## src/rtl/axi8_lite_arbiter.sv

```systemverilog
// Round-robin arbiter for two req/ack requesters, sequencing one read or write
// at a time onto an AXI-lite master port, with a per-transfer timeout abort.
module axi8_lite_arbiter #(
    parameter int ADDR_W  = 1,
    parameter int DATA_W  = 8,
    parameter int TIMEOUT = 16
) (
    input  logic                  clk,
    input  logic                  rst,
    input  logic [1:0]            req,
    input  logic [1:0]            we,
    input  logic [2*ADDR_W-1:0]   addr,
    input  logic [2*DATA_W-1:0]   wdata,
    output logic [1:0]            ack,
    output logic                  err,
    output logic [DATA_W-1:0]     rdata,
    output logic                  m_awvalid,
    input  logic                  m_awready,
    output logic                  m_wvalid,
    input  logic                  m_wready,
    output logic                  m_wstrb,
    input  logic                  m_bvalid,
    output logic                  m_bready,
    output logic                  m_arvalid,
    input  logic                  m_arready,
    input  logic                  m_rvalid,
    output logic                  m_rready,
    output logic [ADDR_W-1:0]     m_addr,
    output logic [DATA_W-1:0]     m_wdata,
    input  logic [DATA_W-1:0]     m_rdata
);

    localparam int CNT_W = (TIMEOUT > 1) ? $clog2(TIMEOUT) : 1;
    localparam logic [CNT_W-1:0] TO_LAST = CNT_W'((TIMEOUT > 0) ? TIMEOUT - 1 : 0);

    typedef enum logic [2:0] {
        IDLE = 3'd0,
        WR   = 3'd1,
        WB   = 3'd2,
        RA   = 3'd3,
        RD   = 3'd4,
        DONE = 3'd5
    } state_t;

    state_t state_reg, state_next;

    logic              grant_reg, grant_next;
    logic              rr_reg, rr_next;
    logic              aw_done_reg, aw_done_next;
    logic              w_done_reg, w_done_next;
    logic              timed_out_reg, timed_out_next;
    logic [CNT_W-1:0]  cnt_reg, cnt_next;
    logic [ADDR_W-1:0] addr_reg, addr_next;
    logic [DATA_W-1:0] wdata_reg, wdata_next;
    logic [DATA_W-1:0] rdata_reg, rdata_next;

    logic       awvalid_reg, awvalid_next;
    logic       wvalid_reg, wvalid_next;
    logic       wstrb_reg, wstrb_next;
    logic       bready_reg, bready_next;
    logic       arvalid_reg, arvalid_next;
    logic       rready_reg, rready_next;
    logic [1:0] ack_reg, ack_next;
    logic       err_reg, err_next;

    logic [ADDR_W-1:0] req_addr [2];
    logic [DATA_W-1:0] req_wdata [2];

    generate
        for (genvar gi = 0; gi < 2; gi++) begin : g_unpack
            assign req_addr[gi]  = addr[gi*ADDR_W +: ADDR_W];
            assign req_wdata[gi] = wdata[gi*DATA_W +: DATA_W];
        end
    endgenerate

    logic sel;
    logic timeout_hit;
    logic aw_hs, w_hs;

    assign timeout_hit = (TIMEOUT != 0) && (cnt_reg == TO_LAST);
    assign aw_hs       = awvalid_reg & m_awready;
    assign w_hs        = wvalid_reg & m_wready;
    // Contention goes to rr_ptr; a lone requester wins regardless of the pointer.
    assign sel         = (req == 2'b11) ? rr_reg : req[1];

    always_comb begin
        state_next     = state_reg;
        grant_next     = grant_reg;
        rr_next        = rr_reg;
        aw_done_next   = aw_done_reg;
        w_done_next    = w_done_reg;
        timed_out_next = timed_out_reg;
        cnt_next       = cnt_reg;
        addr_next      = addr_reg;
        wdata_next     = wdata_reg;
        rdata_next     = rdata_reg;

        case (state_reg)
            IDLE: begin
                timed_out_next = 1'b0;
                aw_done_next   = 1'b0;
                w_done_next    = 1'b0;
                cnt_next       = '0;
                if (|req) begin
                    grant_next = sel;
                    if (req == 2'b11) rr_next = ~sel;
                    addr_next  = req_addr[sel];
                    wdata_next = req_wdata[sel];
                    state_next = we[sel] ? WR : RA;
                end
            end
            WR: begin
                aw_done_next = aw_done_reg | aw_hs;
                w_done_next  = w_done_reg | w_hs;
                if (aw_done_next && w_done_next) begin
                    state_next = WB;
                    cnt_next   = '0;
                end else if (timeout_hit) begin
                    state_next     = DONE;
                    timed_out_next = 1'b1;
                end else begin
                    cnt_next = cnt_reg + 1'b1;
                end
            end
            WB: begin
                if (m_bvalid) begin
                    state_next = DONE;
                end else if (timeout_hit) begin
                    state_next     = DONE;
                    timed_out_next = 1'b1;
                end else begin
                    cnt_next = cnt_reg + 1'b1;
                end
            end
            RA: begin
                if (arvalid_reg && m_arready) begin
                    state_next = RD;
                    cnt_next   = '0;
                end else if (timeout_hit) begin
                    state_next     = DONE;
                    timed_out_next = 1'b1;
                end else begin
                    cnt_next = cnt_reg + 1'b1;
                end
            end
            RD: begin
                if (m_rvalid) begin
                    state_next = DONE;
                    rdata_next = m_rdata;
                end else if (timeout_hit) begin
                    state_next     = DONE;
                    timed_out_next = 1'b1;
                end else begin
                    cnt_next = cnt_reg + 1'b1;
                end
            end
            DONE: begin
                state_next = IDLE;
            end
            default: begin
                state_next = IDLE;
            end
        endcase

        // Outputs are derived from the next state so every port comes straight off a flop.
        awvalid_next = (state_next == WR) && !aw_done_next;
        wvalid_next  = (state_next == WR) && !w_done_next;
        wstrb_next   = (state_next == WR);
        bready_next  = (state_next == WB);
        arvalid_next = (state_next == RA);
        rready_next  = (state_next == RD);
        ack_next     = (state_next == DONE) ? (grant_next ? 2'b10 : 2'b01) : 2'b00;
        err_next     = (state_next == DONE) && timed_out_next;
    end

    always_ff @(posedge clk) begin
        if (rst) begin
            state_reg     <= IDLE;
            grant_reg     <= 1'b0;
            rr_reg        <= 1'b0;
            aw_done_reg   <= 1'b0;
            w_done_reg    <= 1'b0;
            timed_out_reg <= 1'b0;
            cnt_reg       <= '0;
            addr_reg      <= '0;
            wdata_reg     <= '0;
            rdata_reg     <= '0;
            awvalid_reg   <= 1'b0;
            wvalid_reg    <= 1'b0;
            wstrb_reg     <= 1'b0;
            bready_reg    <= 1'b0;
            arvalid_reg   <= 1'b0;
            rready_reg    <= 1'b0;
            ack_reg       <= 2'b00;
            err_reg       <= 1'b0;
        end else begin
            state_reg     <= state_next;
            grant_reg     <= grant_next;
            rr_reg        <= rr_next;
            aw_done_reg   <= aw_done_next;
            w_done_reg    <= w_done_next;
            timed_out_reg <= timed_out_next;
            cnt_reg       <= cnt_next;
            addr_reg      <= addr_next;
            wdata_reg     <= wdata_next;
            rdata_reg     <= rdata_next;
            awvalid_reg   <= awvalid_next;
            wvalid_reg    <= wvalid_next;
            wstrb_reg     <= wstrb_next;
            bready_reg    <= bready_next;
            arvalid_reg   <= arvalid_next;
            rready_reg    <= rready_next;
            ack_reg       <= ack_next;
            err_reg       <= err_next;
        end
    end

    assign m_awvalid = awvalid_reg;
    assign m_wvalid  = wvalid_reg;
    assign m_wstrb   = wstrb_reg;
    assign m_bready  = bready_reg;
    assign m_arvalid = arvalid_reg;
    assign m_rready  = rready_reg;
    assign m_addr    = addr_reg;
    assign m_wdata   = wdata_reg;
    assign ack       = ack_reg;
    assign err       = err_reg;
    assign rdata     = rdata_reg;

endmodule

```

## config.mk

```make
export PLATFORM = sky130hd
export DESIGN_NAME = axi8_lite_arbiter
export DESIGN_NICKNAME = d
export VERILOG_FILES = /design/src/rtl/axi8_lite_arbiter.sv
export SDC_FILE = /design/constraint.sdc
export NUM_CORES = 1
export LEC_CHECK = 0
export CAP_MARGIN = 10
export CORE_ASPECT_RATIO = 0.8
export CORE_MARGIN = 2
export CORE_UTILIZATION = 25
export DETAILED_ROUTE_END_ITERATION = 6
export HOLD_SLACK_MARGIN = 0.12
export PLACE_DENSITY = 0.63
export REMOVE_ABC_BUFFERS = 1
export SYNTH_ARGS = -nofsm -noshare
export SYNTH_HDL_FRONTEND = slang
export SYNTH_SLANG_ARGS = --single-unit
```

## constraint.sdc

```tcl
create_clock -name clk -period 1.6 [get_ports clk]
set_input_delay 0.48 -clock clk [delete_from_list [all_inputs] [get_ports clk]]
set_output_delay 0.48 -clock clk [all_outputs]
set_load 0.02 [all_outputs]
```

==> impl_metrics.tcl <==
set metrics [dict create \
    status "complete, but fails checks" \
    violations "setup timing" \
    synth-seq-cells 38 \
    p_leak_nw 1.32 \
    grt_overflow 0 \
    cp.required_ps 1800 \
    design_area_um2 3070 \
    startpoint_type "register" \
    critPathKind "register to register" \
    cp_data_arrival_time_ps 1820 \
    worstHoldStart "rdata[1]" \
    initial_core_util 0.255 \
    ys_top_cells_by_area "dfxtp_1, mux2i_1, nand2_1, nor2_1, a211oi_1" \
    max-vdd-ir-drop_v 0.000465 \
    drc 0 \
    die_y_um 78.6 \
    n_fill_cell 671 \
    hold_path_depth 2 \
    synth.avg_cell_area_um2 9.11 \
    die_x_um 97.3 \
    top_layer "met4" \
    grt_pass1_wl_mm 9.07 \
    r2r-end "m_awvalid" \
    gp_congestion 0.777 \
    met1Wirelength_mm 2.49 \
    crit_path_max_incr_delay_ps 400 \
    avgViaCountPerCell 4.76 \
    worst_hold_path_type "register to register" \
    route.met2.wl_mm 2.42 \
    worstMarginPinSlew_ps 425 \
    post-route-period-util 1.01 \
    hold_end "rdata[1]" \
    multiInputGateArea_um2 1130 \
    hpwl_mm 3.55 \
    post_dp_cell_area_um2 2670 \
    firstDrtPassIters 4 \
    core_area_um2 6820 \
    finalSetupTns_ps -46.9 \
    synth_flop_cell "dfxtp_1" \
    clock-sinks 38 \
    final_core_util 0.450 \
    ant_nets 0 \
    setup_viol 4 \
    crit_slowest_cell "dfxtp_2" \
    syn_area_um2 1740 \
    ys_warn_count 0 \
    clock_path_buffers 2 \
    cts_max_level 2 \
    reg2reg_from "state_reg[2]" \
    fin_ws_ps -18.5 \
    nets 333 \
    r2r_slack_ps -20 \
    dr_wl_met3_um 372 \
    synth_top_area_cell "dfxtp_1" \
    skew_ps 6.05 \
    fin_crit_ps 1620 \
    antenna_found_initial 0 \
    syn2layout_area_growth_pct 76.6 \
    fmax_mhz 618 \
    r2r_cells 6 \
    synth_edf_count 0 \
    finalHoldViolCount 0 \
    cellPowerDensity_nw_per_um2 1030 \
    antenna_cells 0 \
    grt_pass1_vias 1910 \
    synthCells 191 \
    port-buffer-count 62 \
    async_reset_ff_frac 0 \
    finalWirelength_mm 5.35 \
    io_pins 63 \
    maxCapViolCount 0 \
    rows 27 \
    clock_latency_ps 280 \
    yosysUniqueCellTypes 53 \
    final_layout_size_suffix_gt1_frac 0.328 \
    grt_use_total 0.145 \
    yosysSeqAreaShare 0.437 \
    critical_path_peak_fanout 6 \
    synth_top_area_frac 0.437 \
    relSlewSlack 0.713 \
    postCtsHoldBufs 0 \
    path_cells "buf_4, nor2_1, nor4b_2, buf_4, a221o_1, nor4b_2" \
    rsz0062_at_grt "yes" \
    grt_max_degree 31 \
    vias 1823 \
    clockRootBuffer "clkbuf_8" \
    end_kind "register" \
    seq_area_um2 769 \
    cts_tree "built" \
    wl_per_cell_um 14.0 \
    slew_violations 0 \
    cts_buffers 5 \
    die-area_um2 7650 \
    clkTransAtPathRegs_ps 80 \
    dr.first_iter.drc_count 69 \
]
## where the power goes
| group | internal [mW] | switching [mW] |
|---|---|---|
| Combinational | 0.661 | 0.655 |
| Clock | 0.346 | 0.342 |
| Sequential | 1.07 | 0.0881 |
## cell type report
cell class / count / share of cell area
multi-input combinational: 140 / 0.368
timing repair buffer: 107 / 0.311
sequential: 38 / 0.250
tap: 87 / 0.0354
clock buffer: 6 / 0.0269
clock inverter: 2 / 0.00407
inverter: 3 / 0.00366
## kinds of logic (layout without fill, tap and decap cells)
| group | Yosys count | after routing | synth area share |
|---|---|---|---|
| flip-flops | 38 | 38 | 0.437 |
| AND/OR/NAND/NOR | 78 | 78 | 0.244 |
| adder cells (fa/ha/maj) | 1 | 1 | 0.00719 |
| multiplexers | 9 | 9 | 0.0518 |
| XOR/XNOR | 1 | 1 | 0.00503 |
| buffers and inverters | 14 | 118 | 0.0438 |
| AO/OA/AOI/OAI | 50 | 51 | 0.211 |
## Yosys cell counts (2+ instances only)
cell type	number
dfxtp_1	38
nand2_1	23
nor2_1	21
a21oi_1	12
a211oi_1	9
mux2i_1	9
o21ai_0	7
nor4b_1	5
clkbuf_1	4
nor3_1	4
buf_2	3
inv_1	3
nand3_1	3
o21a_1	3
o31ai_1	3
a221oi_1	2
a31oi_1	2
and3_1	2
buf_6	2
nor4_1	2
nor4bb_1	2
## critical path: cells and delay by family (launching register included)
| kind | cells | cell delay [ps] |
|---|---|---|
| simple gates | 3 | 510 |
| flops | 1 | 400 |
| compound gates | 1 | 350 |
| buf+inv | 2 | 270 |
## metrics by stage
stage	setup WS (ps)	cells	total power [mW]	hold slack [ps]
after global routing	-88.2	383	3.36	483
after detailed placement	-568	364	2.24	449
after floorplan	-517	180	1.69	439
final	-18.5	383	3.16	453
after CTS	-37.9	378	3.10	458
after global placement	-509	364	2.23	443
## cells in the final DEF (no fill, tap or decap), types with 2 or more instances in the layout
| cell type | Yosys | routed |
|---|---|---|
| and3_4 | 1 | 2 |
| nor3_2 | 0 | 2 |
| and3_1 | 2 | 2 |
| dfxtp_1 | 38 | 35 |
| nand2_1 | 23 | 23 |
| a221oi_1 | 2 | 2 |
| buf_6 | 2 | 9 |
| a21oi_1 | 12 | 6 |
| dlygate4sd2_1 | 0 | 31 |
| a31oi_1 | 2 | 2 |
| o31ai_1 | 3 | 3 |
| a211oi_4 | 1 | 2 |
| nor4bb_1 | 2 | 2 |
| a21oi_2 | 0 | 5 |
| o21ai_0 | 7 | 4 |
| o21a_1 | 3 | 3 |
| buf_4 | 1 | 36 |
| nor4b_2 | 0 | 5 |
| mux2i_1 | 9 | 9 |
| nor2_4 | 0 | 2 |
| a211oi_1 | 9 | 9 |
| o21ai_2 | 1 | 2 |
| clkdlybuf4s50_1 | 0 | 28 |
| clkbuf_8 | 0 | 6 |
| inv_1 | 3 | 3 |
| nand3_1 | 3 | 2 |
| nor2_1 | 21 | 18 |
| dfxtp_4 | 0 | 2 |
## layer usage
metal,vias up,track usage
met2,60,0.251
met4,0,0.0292
met3,6,0.0561
met1,840,0.171
met5,-,0
li1,917,-
## how the worst max path moves through the flow
stage                 start         to
6_report       state_reg[2]  m_awvalid
3_3_place_gp       m_wready   m_bready
4_1_cts        state_reg[1]  m_awvalid
3_5_place_dp      m_awready  m_awvalid
5_1_grt        state_reg[1]  m_awvalid
2_1_floorplan  state_reg[0]   m_bready
## timing repair
action                     4_1_cts  5_1_grt
gates resized for setup         71       25
setup endpoints to repair       52       22
pin swaps                       17       15
gates cloned                     1        0
setup buffers                    6        5
No activity file was read; power rests on OpenSTA's default activity.
==> patch 1 (same settings) <==
The 6 states of `state_t` get a one-hot encoding in 6 bits.
--- a/src/rtl/axi8_lite_arbiter.sv
+++ b/src/rtl/axi8_lite_arbiter.sv
@@ -35,9 +35,9 @@
 
-    typedef enum logic [2:0] {
-        IDLE = 3'd0,
-        WR   = 3'd1,
-        WB   = 3'd2,
-        RA   = 3'd3,
-        RD   = 3'd4,
-        DONE = 3'd5
+    typedef enum logic [5:0] {
+        IDLE = 6'b000001,
+        WR   = 6'b000010,
+        WB   = 6'b000100,
+        RA   = 6'b001000,
+        RD   = 6'b010000,
+        DONE = 6'b100000
     } state_t;
Check against the original RTL: same outputs for any inputs over 10 cycles, from zero or initial values and one cycle with rst high; not proved beyond that.
==> patch 1 against the original RTL <==
- the run still ends with setup timing left
- global-route usage is 0.82 points lower
- sequential cell count is 3 higher
- setup slack lost 0.47 ns
- wire length is essentially flat
- design area increased by 0.94%
- synthesized cell count rose by 6.3%
- sequential power about the same
- utilization down 0.24 points
- area after synthesis increased by 2.9%
- power shrank 15%
- largest power group is now registers
==> patch 1: results <==
set metrics [dict create \
    syn_inst 203 \
    ys_seq_area_share_pct 45.8 \
    synthTopCellsByArea "dfxtp_1, mux2i_1, nor2_1, a211oi_1, a21oi_1" \
    place_congestion 0.895 \
    hpwl_um 3950 \
    grt_use_met1_pct 17.1 \
    grtUsageTotal_pct 13.6 \
    synth-async-reset-ratio_pct 0 \
    synth_cell_type_count 37 \
    grt_pass1_wl_um 8600 \
    p_clk_w 0.000693 \
    yosys-top-cells-count "dfxtp_1, nor2_1, mux2i_1" \
    wl_met2_um 2490 \
    p_total_w 0.00270 \
    viasPerCell 4.82 \
    whs_ns 0.483 \
    dr.pass1.iters 4 \
    status "finished, violations left" \
    dr_wl_met3_um 407 \
    crit_arrival_ns 2.31 \
    wl_met1_um 2410 \
    worst_r2r_path_depth 5 \
    yosys.area.top_type_share_pct 45.8 \
    setup_ws_ns -0.491 \
    preCtsSetupSlack_ns -0.534 \
    slew_headroom_pct 76.8 \
    power.leakage_nw 1.40 \
    violations "setup timing" \
    drive_gt1_share_pct 29.7 \
    dp.cells 380 \
    hold_end "err$_SDFF_PP0_" \
    nets 344 \
    dpl_cell_area_um2 2760 \
    hp-start "timed_out_reg$_SDFF_PP0_" \
    worstReg2RegEnd "cnt_reg[1]$_SDFFE_PP0P_" \
    fin_tns_setup_ns -11.67 \
    finalNonFillerCells 393 \
    grt_pass1_vias 1828 \
    wl_um 5350 \
    grt_max_degree 13 \
    startpoint "state_reg[3]$_SDFF_PP0_" \
    ir_worst_vdd_v 0.000418 \
    finalSetupViolCount 40 \
    intPower_w 0.00188 \
    drt_iter0_drc 62 \
    use_met2_pct 23.3 \
]
==> patch 1: logic make-up (layout without fill, tap and decap cells) <==
group           after synthesis  count (layout)  synth area share, %
compound gates               46              46                 17.5
xor+xnor                      3               3                 1.47
fa+ha+maj                     1               1                0.698
buf+inv                      20             123                 4.75
flops                        41              41                 45.8
mux                          17              17                 9.50
simple gates                 75              75                 20.3
==> patch 1: worst max-delay path: stages (launching register included) <==
cell      delay (ns)
dfxtp_2         0.35
or4b_4          0.52
or3_4           0.37
o2111a_2        0.18
or4b_1          0.47
a21oi_1         0.14
==> patch 1: timing repair <==
action / 4_1_cts / 5_1_grt
buffers inserted: 6 / 1
gates resized for setup: 55 / 29
pin swaps: 21 / 9
cloned: 1 / 0
setup endpoints to repair: 67 / 41
==> patch 1: final cells by class <==
type / count / area [um^2]
sequential: 41 / 826
timing repair buffer: 107 / 966
clock inverter: 1 / 7.51
inverter: 9 / 33.8
tap: 87 / 109
clock buffer: 6 / 82.6
multi-input combinational: 142 / 1080
fill: 673 / 3820
==> patch 2 (same flow settings) <==
Without the edit above. Change the parameter `DATA_W` from 8 to 10.
--- a/src/rtl/axi8_lite_arbiter.sv
+++ b/src/rtl/axi8_lite_arbiter.sv
@@ -4,3 +4,3 @@
     parameter int ADDR_W  = 1,
-    parameter int DATA_W  = 8,
+    parameter int DATA_W  = 10,
     parameter int TIMEOUT = 16
Ports: changed (resized m_rdata, m_wdata, rdata and wdata); port bits go from 63 to 73. No check against the original RTL was run, so the function may have changed too.
==> patch 2 against the original RTL <==
- the flow still finishes with violations (setup timing)
- design area increased by 6.7%
- area after synthesis increased by 7.0%
- worst hold slack about the same
- via count increased by 13%
- sequential cell count increased by 4
- wire length increased by 9.2%
- fmax increased by 0.67%
- power increased by 32%
- setup slack improved by 0.011 ns
- global-route usage decreased by 0.31 points
- sequential share of layout area increased by 0.87 points
- clock skew decreased by 0.0019 ns
- critical endpoint is now cnt_reg[0]$_SDFFE_PP0P_
- highest routed layer unchanged
==> patch 2: results <==
set metrics [dict create \
    grtUsageTotal_pct 14.2 \
    finalSetupViolCount 1 \
    synth_compound_area_share_pct 19.4 \
    setup_ws_ns -0.00768 \
    multi_input_cells 166 \
    yosys-mux-area-fraction_pct 0 \
    nets 387 \
    power.leakage_nw 1.42 \
    cts_setup_buffers 4 \
    status "finished, violations left" \
    yosys-top-cells-count "nand2_1, dfxtp_1, nor2_1" \
    ir_worst_vdd_v 0.000451 \
    grt_max_degree 32 \
    slew_headroom_pct 78.9 \
    intPower_w 0.00265 \
    num-nonclk-inverters 5 \
    place_congestion 0.855 \
    power_density_nw_per_um2 1270 \
    wl_um 5840 \
    violations "setup timing" \
    globalRouteMet3Util_pct 3.44 \
    p_total_w 0.00418 \
    port_buffers 72 \
    fin_tns_setup_ns -0.00768 \
    layout.nonclk_buf_share_pct 34.8 \
    grt_pass1_wl_um 9190 \
]
-- patch 2: cell count changes after synthesis, sizes merged, moves of 3 or more --
cell | before | now
a21oi | 12 | 17
o21ai | 8 | 4
nor3 | 4 | 7
a211oi | 11 | 3
nand2 | 23 | 43
mux2i | 9 | 0
dfxtp | 38 | 42
nand3 | 3 | 19
clkbuf | 5 | 8
nor3b | 1 | 4
nor4b | 5 | 0
a311oi | 1 | 11
o31ai | 4 | 0
nor2 | 21 | 24
-- patch 2: path summary, 6_finish.rpt --
kind,startpoint,to,cells after the start
min reg2reg,rdata[4]$_SDFFE_PP0P_,rdata[4]$_SDFFE_PP0P_,2
max reg2reg,state_reg[2]$_SDFF_PP0_,cnt_reg[0]$_SDFFE_PP0P_,7
min,rdata[4]$_SDFFE_PP0P_,rdata[4]$_SDFFE_PP0P_,2
max,state_reg[2]$_SDFF_PP0_,cnt_reg[0]$_SDFFE_PP0P_,7
